--- src/rtl/gpio_bank_pkg.sv ---
// Shared constants for the GPIO bank: APB register offsets and parameter limits.
package gpio_bank_pkg;

  localparam int WIDTH_MAX = 32;
  localparam int DB_W_MIN  = 4;
  localparam int DB_W_MAX  = 24;

  localparam logic [6:0] ADDR_DR       = 7'h00;
  localparam logic [6:0] ADDR_DDR      = 7'h04;
  localparam logic [6:0] ADDR_INTEN    = 7'h08;
  localparam logic [6:0] ADDR_INTMASK  = 7'h0C;
  localparam logic [6:0] ADDR_INTTYPE  = 7'h10;
  localparam logic [6:0] ADDR_INTPOL   = 7'h14;
  localparam logic [6:0] ADDR_BOTHEDGE = 7'h18;
  localparam logic [6:0] ADDR_DEBEN    = 7'h1C;
  localparam logic [6:0] ADDR_INTSTAT  = 7'h20;
  localparam logic [6:0] ADDR_RAWSTAT  = 7'h24;
  localparam logic [6:0] ADDR_EOI      = 7'h28;
  localparam logic [6:0] ADDR_EXT      = 7'h2C;
  localparam logic [6:0] ADDR_DBCNT    = 7'h30;

endpackage

--- src/rtl/gpio_bank_pin.sv ---
// One GPIO pin: input synchronizer, tick-sampled debounce, edge detect and
// raw interrupt status.
module gpio_bank_pin (
  input  logic pclk,
  input  logic presetn,
  input  logic gpio_in,
  input  logic tick,
  input  logic deben,
  input  logic bothedge,
  input  logic intpol,
  input  logic inttype,
  input  logic inten,
  input  logic eoi,
  input  logic type_chg,
  output logic sel,
  output logic etb_trig,
  output logic rawstat
);

  logic sync1, sync2, samp, filt, prev, edge_det;

  always_ff @(posedge pclk or negedge presetn) begin
    if (!presetn) begin
      sync1 <= 1'b0;
      sync2 <= 1'b0;
      samp  <= 1'b0;
      filt  <= 1'b0;
    end else begin
      sync1 <= gpio_in;
      sync2 <= sync1;
      // filt only moves when two consecutive tick samples agree
      if (tick) begin
        samp <= sync2;
        if (sync2 == samp) filt <= sync2;
      end
    end
  end

  assign sel = deben ? filt : sync2;

  always_comb begin
    edge_det = 1'b0;
    if (bothedge)    edge_det = sel ^ prev;
    else if (intpol) edge_det = sel & ~prev;
    else             edge_det = ~sel & prev;
  end

  always_ff @(posedge pclk or negedge presetn) begin
    if (!presetn) begin
      prev     <= 1'b0;
      etb_trig <= 1'b0;
      rawstat  <= 1'b0;
    end else begin
      prev     <= sel;
      etb_trig <= edge_det;
      if (type_chg || !inten) rawstat <= 1'b0;
      else if (inttype) begin
        // a new edge outranks a simultaneous EOI so no event is lost
        if (etb_trig) rawstat <= 1'b1;
        else if (eoi) rawstat <= 1'b0;
      end else begin
        rawstat <= (sel == intpol);
      end
    end
  end

endmodule

--- src/rtl/gpio_bank.sv ---
// APB-controlled GPIO bank: register file, shared debounce prescaler and
// WIDTH per-pin event slices.
module gpio_bank
  import gpio_bank_pkg::*;
#(
  parameter int WIDTH = 32,
  parameter int DB_W  = 16
) (
  input  logic             pclk,
  input  logic             presetn,
  input  logic             psel,
  input  logic             penable,
  input  logic             pwrite,
  input  logic [6:0]       paddr,
  input  logic [31:0]      pwdata,
  output logic [31:0]      prdata,
  input  logic [WIDTH-1:0] gpio_in,
  output logic [WIDTH-1:0] gpio_out,
  output logic [WIDTH-1:0] gpio_oe,
  output logic [WIDTH-1:0] gpio_int,
  output logic             gpio_int_flag,
  output logic [WIDTH-1:0] gpio_etb_trig
);

  if (WIDTH < 1 || WIDTH > WIDTH_MAX || DB_W < DB_W_MIN || DB_W > DB_W_MAX) begin : g_bad_param
    $error("gpio_bank: WIDTH or DB_W out of range");
  end

  logic [WIDTH-1:0] dr, ddr, inten, intmask, inttype, intpol, bothedge, deben;
  logic [WIDTH-1:0] rawstat, intstat, sel, eoi, type_chg, wdat;
  logic [DB_W-1:0]  dbcnt, pre_cnt;
  logic [31:0]      rdata;
  logic             wr, tick;

  assign wr   = psel & penable & pwrite;
  assign wdat = pwdata[WIDTH-1:0];

  always_ff @(posedge pclk or negedge presetn) begin
    if (!presetn) begin
      dr       <= '0;
      ddr      <= '0;
      inten    <= '0;
      intmask  <= '0;
      inttype  <= '0;
      intpol   <= '0;
      bothedge <= '0;
      deben    <= '0;
      dbcnt    <= '1;
    end else if (wr) begin
      case (paddr)
        ADDR_DR:       dr       <= wdat;
        ADDR_DDR:      ddr      <= wdat;
        ADDR_INTEN:    inten    <= wdat;
        ADDR_INTMASK:  intmask  <= wdat;
        ADDR_INTTYPE:  inttype  <= wdat;
        ADDR_INTPOL:   intpol   <= wdat;
        ADDR_BOTHEDGE: bothedge <= wdat;
        ADDR_DEBEN:    deben    <= wdat;
        ADDR_DBCNT:    dbcnt    <= pwdata[DB_W-1:0];
        default: ;
      endcase
    end
  end

  // Shared prescaler: one tick per DBCNT+1 cycles; reprogramming restarts it.
  assign tick = (pre_cnt == dbcnt);

  always_ff @(posedge pclk or negedge presetn) begin
    if (!presetn)                        pre_cnt <= '0;
    else if (wr && paddr == ADDR_DBCNT)  pre_cnt <= '0;
    else if (tick)                       pre_cnt <= '0;
    else                                 pre_cnt <= pre_cnt + 1'b1;
  end

  assign eoi      = {WIDTH{wr && paddr == ADDR_EOI}} & wdat;
  assign type_chg = {WIDTH{wr && paddr == ADDR_INTTYPE}} & (wdat ^ inttype);

  for (genvar i = 0; i < WIDTH; i++) begin : g_pin
    gpio_bank_pin u_pin (
      .pclk     (pclk),
      .presetn  (presetn),
      .gpio_in  (gpio_in[i]),
      .tick     (tick),
      .deben    (deben[i]),
      .bothedge (bothedge[i]),
      .intpol   (intpol[i]),
      .inttype  (inttype[i]),
      .inten    (inten[i]),
      .eoi      (eoi[i]),
      .type_chg (type_chg[i]),
      .sel      (sel[i]),
      .etb_trig (gpio_etb_trig[i]),
      .rawstat  (rawstat[i])
    );
  end

  assign intstat  = rawstat & ~intmask;
  assign gpio_int = intstat;
  assign gpio_out = dr;
  assign gpio_oe  = ddr;

  always_ff @(posedge pclk or negedge presetn) begin
    if (!presetn) gpio_int_flag <= 1'b0;
    else          gpio_int_flag <= |intstat;
  end

  always_comb begin
    rdata = '0;
    if (psel && !pwrite) begin
      case (paddr)
        ADDR_DR:       rdata[WIDTH-1:0] = dr;
        ADDR_DDR:      rdata[WIDTH-1:0] = ddr;
        ADDR_INTEN:    rdata[WIDTH-1:0] = inten;
        ADDR_INTMASK:  rdata[WIDTH-1:0] = intmask;
        ADDR_INTTYPE:  rdata[WIDTH-1:0] = inttype;
        ADDR_INTPOL:   rdata[WIDTH-1:0] = intpol;
        ADDR_BOTHEDGE: rdata[WIDTH-1:0] = bothedge;
        ADDR_DEBEN:    rdata[WIDTH-1:0] = deben;
        ADDR_INTSTAT:  rdata[WIDTH-1:0] = intstat;
        ADDR_RAWSTAT:  rdata[WIDTH-1:0] = rawstat;
        ADDR_EXT:      rdata[WIDTH-1:0] = sel;
        ADDR_DBCNT:    rdata[DB_W-1:0]  = dbcnt;
        default: ;
      endcase
    end
  end

  // Bus output is held at 0 while in reset, including DBCNT's all-ones value.
  assign prdata = presetn ? rdata : '0;

endmodule

--- config.mk ---
export PLATFORM = sky130hd
export DESIGN_NAME = gpio_bank
export DESIGN_NICKNAME = d
export VERILOG_FILES = /design/src/rtl/gpio_bank_pkg.sv /design/src/rtl/gpio_bank_pin.sv /design/src/rtl/gpio_bank.sv
export SDC_FILE = /design/constraint.sdc
export NUM_CORES = 1
export LEC_CHECK = 0
export BUFFER_PORTS_ARGS = -buffer_cell sky130_fd_sc_hd__buf_2
export CAP_MARGIN = 30
export CORE_AREA = 2 2 227 229
export CTS_CLUSTER_SIZE = 14
export DETAILED_ROUTE_END_ITERATION = 8
export DIE_AREA = 0 0 229 231
export PLACE_DENSITY = 0.76
export SYNTH_ARGS = -nofsm -noshare
export SYNTH_HDL_FRONTEND = slang
export SYNTH_SLANG_ARGS = --single-unit
--- constraint.sdc ---
create_clock -name pclk -period 2.9 [get_ports pclk]
set_input_delay 0 -clock pclk [delete_from_list [all_inputs] [get_ports pclk]]
set_output_delay 0 -clock pclk [all_outputs]
set_load 0.01 [all_outputs]
# Word level (Yosys, flattened, before mapping)
# Index checks and enable logic that the tools add are counted.
# W data, S select, Z words.
word_totals:
  ff_bits: 513
  in_bits: 76
  wordCells: 854
  output_inout_bits: 161
op_classes:
  n_mux: 230
  bitwise: 167
  eq_ne: 109
  reduce_logical: 112
  add_sub_neg: 1
op_table:
  columns: ["cell", "n"]
  rows:
  - ["$mux W1", 224]
  - ["$pmux W16 S12", 1]
  - ["$pmux W16 S11", 1]
  - ["$ne A4 B1 Y1 const B", 32]
  - ["$and A32 B32 Y32", 3]
  - ["$reduce_and A2 Y1", 41]
  - ["$and A1 B1 Y1", 66]
  - ["$eq A1 B1 Y1", 64]
  - ["$mux W32", 2]
  - ["$not A1 Y1", 64]
  - ["$eq A7 B6 Y1 const B", 5]
  - ["$logic_not A1 Y1", 33]
  - ["$logic_or A1 B1 Y1", 32]
  - ["$mux W16", 2]
  - ["$not A32 Y32", 1]
  - ["$reduce_or A32 Y1", 1]
  - ["$xor A1 B1 Y1", 32]
  - ["$xor A32 B32 Y32", 1]
  - ["$eq A7 B5 Y1 const B", 4]
  - ["$add A16 B1 Y16 const B", 1]
  - ["$eq A16 B16 Y1", 1]
  - ["$eq A7 B4 Y1 const B", 2]
  - ["$eq A7 B3 Y1 const B", 1]
  - ["$logic_not A7 Y1", 1]
  - ["$logic_and A1 B1 Y1", 4]

# Longest topological paths before layout
depth:
  word_depth: 8
  mapped_depth: 8
  depth_no_buf: 6

# Hierarchy
# Synthesis repeated with hierarchy kept, for this count alone.
unflattened:
  hier_cells: 2164
  area_unflattened_um2: 25224.2
modules_own_cells:
  columns: ["module", "n_inst", "seq_area_each_um2", "area_per_inst_um2", "cells_each"]
  rows:
  - ["gpio_bank", 1, 7252.0, 15174.6, 1332]
  - ["gpio_bank_pin", 32, 175.2, 314.1, 26]

# Worst setup path after synthesis
# Ideal clock, no wire load.
synth_timing:
  path_kind: "register to register"
  startpoint: "register pre_cnt[5]"
  endpoint: "register g_pin[3].u_pin.filt"
  path_stages_with_launch: 9
  path_buffers: 3
  required_time_ps: 2823
  setup_ps: 77
  period_less_slack_ps: 1880
  arrival_ps: 1802
  slack_ps: 1020
  path_cell_list: "dfrtp_1 -> clkbuf_1 -> xor2_1 -> nor4_1 -> and4_1 -> clkbuf_1 -> clkbuf_1 -> a21oi_1 -> a21oi_1"
synth_via:
  elab_chain_len: 2
synth_rtl:
  columns: ["item", "line", "rtl"]
  rows:
  - ["start: declaration", "gpio_bank.sv:31", "logic [DB_W-1:0] dbcnt, pre_cnt;"]
  - ["start signal: assignment", "gpio_bank.sv:72", "else pre_cnt <= pre_cnt + 1'b1;"]
  - ["$eq A16 B16 Y1", "gpio_bank.sv:66", "assign tick = (pre_cnt == dbcnt);"]
  - ["$reduce_and A2 Y1 (no source line)", null, null]
  - ["end signal: assignment", "gpio_bank_pin.sv:34", "if (sync2 == samp) filt <= sync2;"]
  - ["end: declaration", "gpio_bank_pin.sv:20", "logic sync1, sync2, samp, filt, prev, edge_det;"]
# No other way between the ends.
# A chain may end at the register's enable or synchronous reset.

# Worst setup path after layout
layout_timing:
  startpoint: "register g_pin[0].u_pin.rawstat"
  endpoint: "output prdata[0]"
layout_via:
  elab_chain_len: 4
layout_rtl:
  columns: ["item", "line", "rtl"]
  rows:
  - ["start: declaration", "gpio_bank_pin.sv:17", "output logic rawstat"]
  - ["start signal: assignment", "gpio_bank_pin.sv:62", "rawstat <= (sel == intpol);"]
  - ["$and A32 B32 Y32", "gpio_bank.sv:97", "assign intstat = rawstat & ~intmask;"]
  - ["$pmux W16 S12 (*)", "gpio_bank.sv:110", "case (paddr)"]
  - ["$mux W32 (*)", "gpio_bank.sv:109", "if (psel && !pwrite) begin"]
  - ["$mux W32 (*)", "gpio_bank.sv:129", "assign prdata = presetn ? rdata : '0;"]
  - ["end: declaration", "gpio_bank.sv:16", "output logic [31:0] prdata,"]
# Mark *: on every way between the ends. The rest lies on a longest branch, timed or not.

==> impl_metrics.json <==
{
  "dr.pass1.iters": 6,
  "numCtsBuffers": 54,
  "h-tree-depth": 2,
  "startpoint_type": "flip-flop",
  "hpwl_um": 56100,
  "slew_headroom": 0.393,
  "status": "completed",
  "power_density_nw_per_um2": 611,
  "cts.path.max_buffers": 3,
  "clock.fmax_mhz": 379,
  "fin_skew_ns": 0.0213,
  "reg2regPathDepth": 6,
  "worstHoldPathType": "in -> reg",
  "vias": 19900,
  "clock-sinks": 513,
  "die_h_um": 231,
  "ys_seq_area_frac": 0.515,
  "arrival_ns": 2.64,
  "gp_congestion": 0.959,
  "regArea_um2": 12900,
  "peakVddDrop_uv": 572,
  "postCtsSetupBuffers": 0,
  "cts_root_buf": "clkbuf_16",
  "drt-initial-drc-count": 2319,
  "tritoncts": "done",
  "synth_edf_count": 0,
  "clock_latency_ns": 0.62,
  "holdWs_ns": 0.0263,
  "nFillCells": 4161,
  "p_switching_mw": 4.97,
  "whs_path_depth": 2,
  "required_ns": 2.90,
  "grt_setup_unrepaired": "false",
  "die_area_um2": 52900,
  "ant_nets": 0,
  "syn_nets": 2411,
  "grt.overflow.total": 0,
  "ios": 237,
  "path_max_fanout": 3,
  "p_leak_nw": 14.3,
  "drv_slew": 0,
  "initial_core_util": 0.493,
  "wl_um": 80200,
  "ys_ff_latch": 513,
  "post-route-period-util": 0.911,
  "wl_per_cell_um": 24.5,
  "yosysWarnings": 0,
  "portBuffers": 236,
  "grt_pass1_vias": 19800,
  "row_count": 83,
  "clk_pin_slew_worst_paths_ns": 0.06,
  "seqPwrFrac": 0.458,
  "grt_start_max_net_pins": 169,
  "antenna_found_initial": 5,
  "areaGrowthSynthToFinish_pct": 18.3,
  "criticalPathCategory": "reg -> out",
  "drv_cap": 0,
  "p_int_mw": 13.1,
  "coreArea_um2": 50700,
  "period_needed_ns": 2.64,
  "cp-end-kind": "primary output",
  "grt_pass1_wl_um": 121000,
  "drive_above_1_share": 0.261,
  "ys.flop_type": "dfrtp_1",
  "finalSetupViolCount": 0,
  "multi_input_area_um2": 10900,
  "syn_inst": 2270,
  "tns_ns": 0,
  "grtUsageTotal": 0.300,
  "setup_ws_ns": 0.258,
  "fin_nets": 2695,
  "hold_viol": 0,
  "die_w_um": 229,
  "async_flop_share": 1.00,
  "viasPerCell": 6.06,
  "synthDistinctLibCells": 64,
  "post-place-ws_ns": 0.463,
  "clkPwrFrac": 0.404,
  "netlist_area_um2": 25000,
  "tightest_slew_ns": 0.911,
  "drcViolationCount": 0,
  "p_sw_frac": 0.275,
  "combPwrFrac": 0.138,
  "synth_area_per_cell_um2": 11.0
}
[power groups by stage]
stage | sequential [mW] | clock [mW] | combinational [mW]
after floorplan | 8.24 | 0 | 1.61
after global placement | 8.35 | 0 | 2.25
after detailed placement | 8.39 | 0 | 2.38
after CTS | 8.27 | 7.37 | 2.47
after global routing | 8.35 | 7.65 | 2.77
final | 8.28 | 7.29 | 2.49
[synth_stat cells (all sizes together) (39+ instances only)]
| library cell | number | area (µm²) |
|---|---|---|
| dfrtp | 497 | 12400 |
| mux2 | 238 | 2680 |
| nand2 | 207 | 777 |
| o21ai | 181 | 906 |
| a21oi | 162 | 811 |
| inv | 111 | 417 |
| mux2i | 94 | 941 |
| buf | 89 | 572 |
| clkbuf | 75 | 282 |
| nor2b | 71 | 444 |
| ha | 65 | 813 |
| nor2 | 61 | 229 |
| xnor2 | 39 | 342 |
[worst max-delay path, stage by stage, from the launching register on]
cell and delay [ns]:
dfrtp_1 0.39, nor2b_2 0.40, a22oi_1 0.18, o32ai_1 0.30, a31oi_1 0.08, a31oi_1 0.47, buf_2 0.23
[logic make-up (layout without fill, tap and decap cells)]
kind of cell	after synthesis	in the layout	synth area share
XOR/XNOR	62	62	0.0218
AO/OA/AOI/OAI	559	559	0.135
multiplexers	343	343	0.155
buffers and inverters	275	604	0.0509
other	0	2	0
flip-flops	513	513	0.515
AND/OR/NAND/NOR	453	453	0.0896
adder cells (fa/ha/maj)	65	65	0.0326
[final cells by class]
type                    count  share of cell area
inverters                 111              0.0141
multi-input cells        1482               0.369
well taps                 680              0.0288
clock inverters            21              0.0103
diodes                      2            0.000169
flip-flops and latches    513               0.435
repair buffers            392              0.0890
clock buffers              80              0.0531
[per-layer routing]
layer | up-vias | part of all wire | GRT usage | wire length (µm)
li1 | 8553 | - | - | -
met1 | 9925 | 0.40 | 0.396 | 31800
met2 | 1091 | 0.44 | 0.453 | 35400
met3 | 298 | 0.096 | 0.0682 | 7690
met4 | 6 | 0.066 | 0.180 | 5310
met5 | - | 0.00044 | 0 | 35
[metrics by stage]
step,instances,utilization,power [mW],cell area [µm²]
3_3_place_gp,3109,0.532,10.6,27000
6_report,3281,0.583,18.1,29500
5_1_grt,3280,0.583,18.8,29500
2_1_floorplan,2270,-,9.84,25000
3_5_place_dp,3109,0.532,10.8,27000
4_1_cts,3278,0.582,18.1,29500
[cells in the final DEF, fill, tap and decap left out, drive strengths merged, types with 34 or more instances in the layout]
cell           n
nand2        207
nor2b         71
mux2i         94
dlygate4sd3   68
a21oi        162
o21ai        181
nor2          61
xnor2         39
buf          324
mux2         238
nand2b        34
inv          113
ha            65
clkbuf        80
dfrtp        497
[state kept, by name, indices dropped and copies added, names as in the netlist, 32 cells and up]
name and count:
g_pin.u_pin.filt 32, bothedge 32, g_pin.u_pin.prev 32, intmask 32, g_pin.u_pin.rawstat 32, gpio_oe 32
gpio_out 32, g_pin.u_pin.samp 32, g_pin.u_pin.etb_trig 32, inten 32, g_pin.u_pin.sync1 32, intpol 32
inttype 32, deben 32, g_pin.u_pin.sync2 32
[repair_timing]
action	in CTS	in global routing
hold endpoints to repair	698	0
resized for setup	0	1
hold buffers	68	0
endpoints found under the setup margin	0	1
[path summary, 6_finish.rpt]
path	from	endpoint	slack (ns)
min	gpio_in[1]	g_pin[1].u_pin.sync1	0.03
max reg2reg	dbcnt[0]	g_pin[15].u_pin.filt	0.54
max in group asynchronous	presetn	g_pin[9].u_pin.etb_trig	1.34
min reg2reg	g_pin[0].u_pin.sync1	g_pin[0].u_pin.sync2	0.34
max	g_pin[0].u_pin.rawstat	prdata[0]	0.26
min in group asynchronous	presetn	g_pin[1].u_pin.etb_trig	0.11
Note: power is estimated with default switching activity, not from simulation.
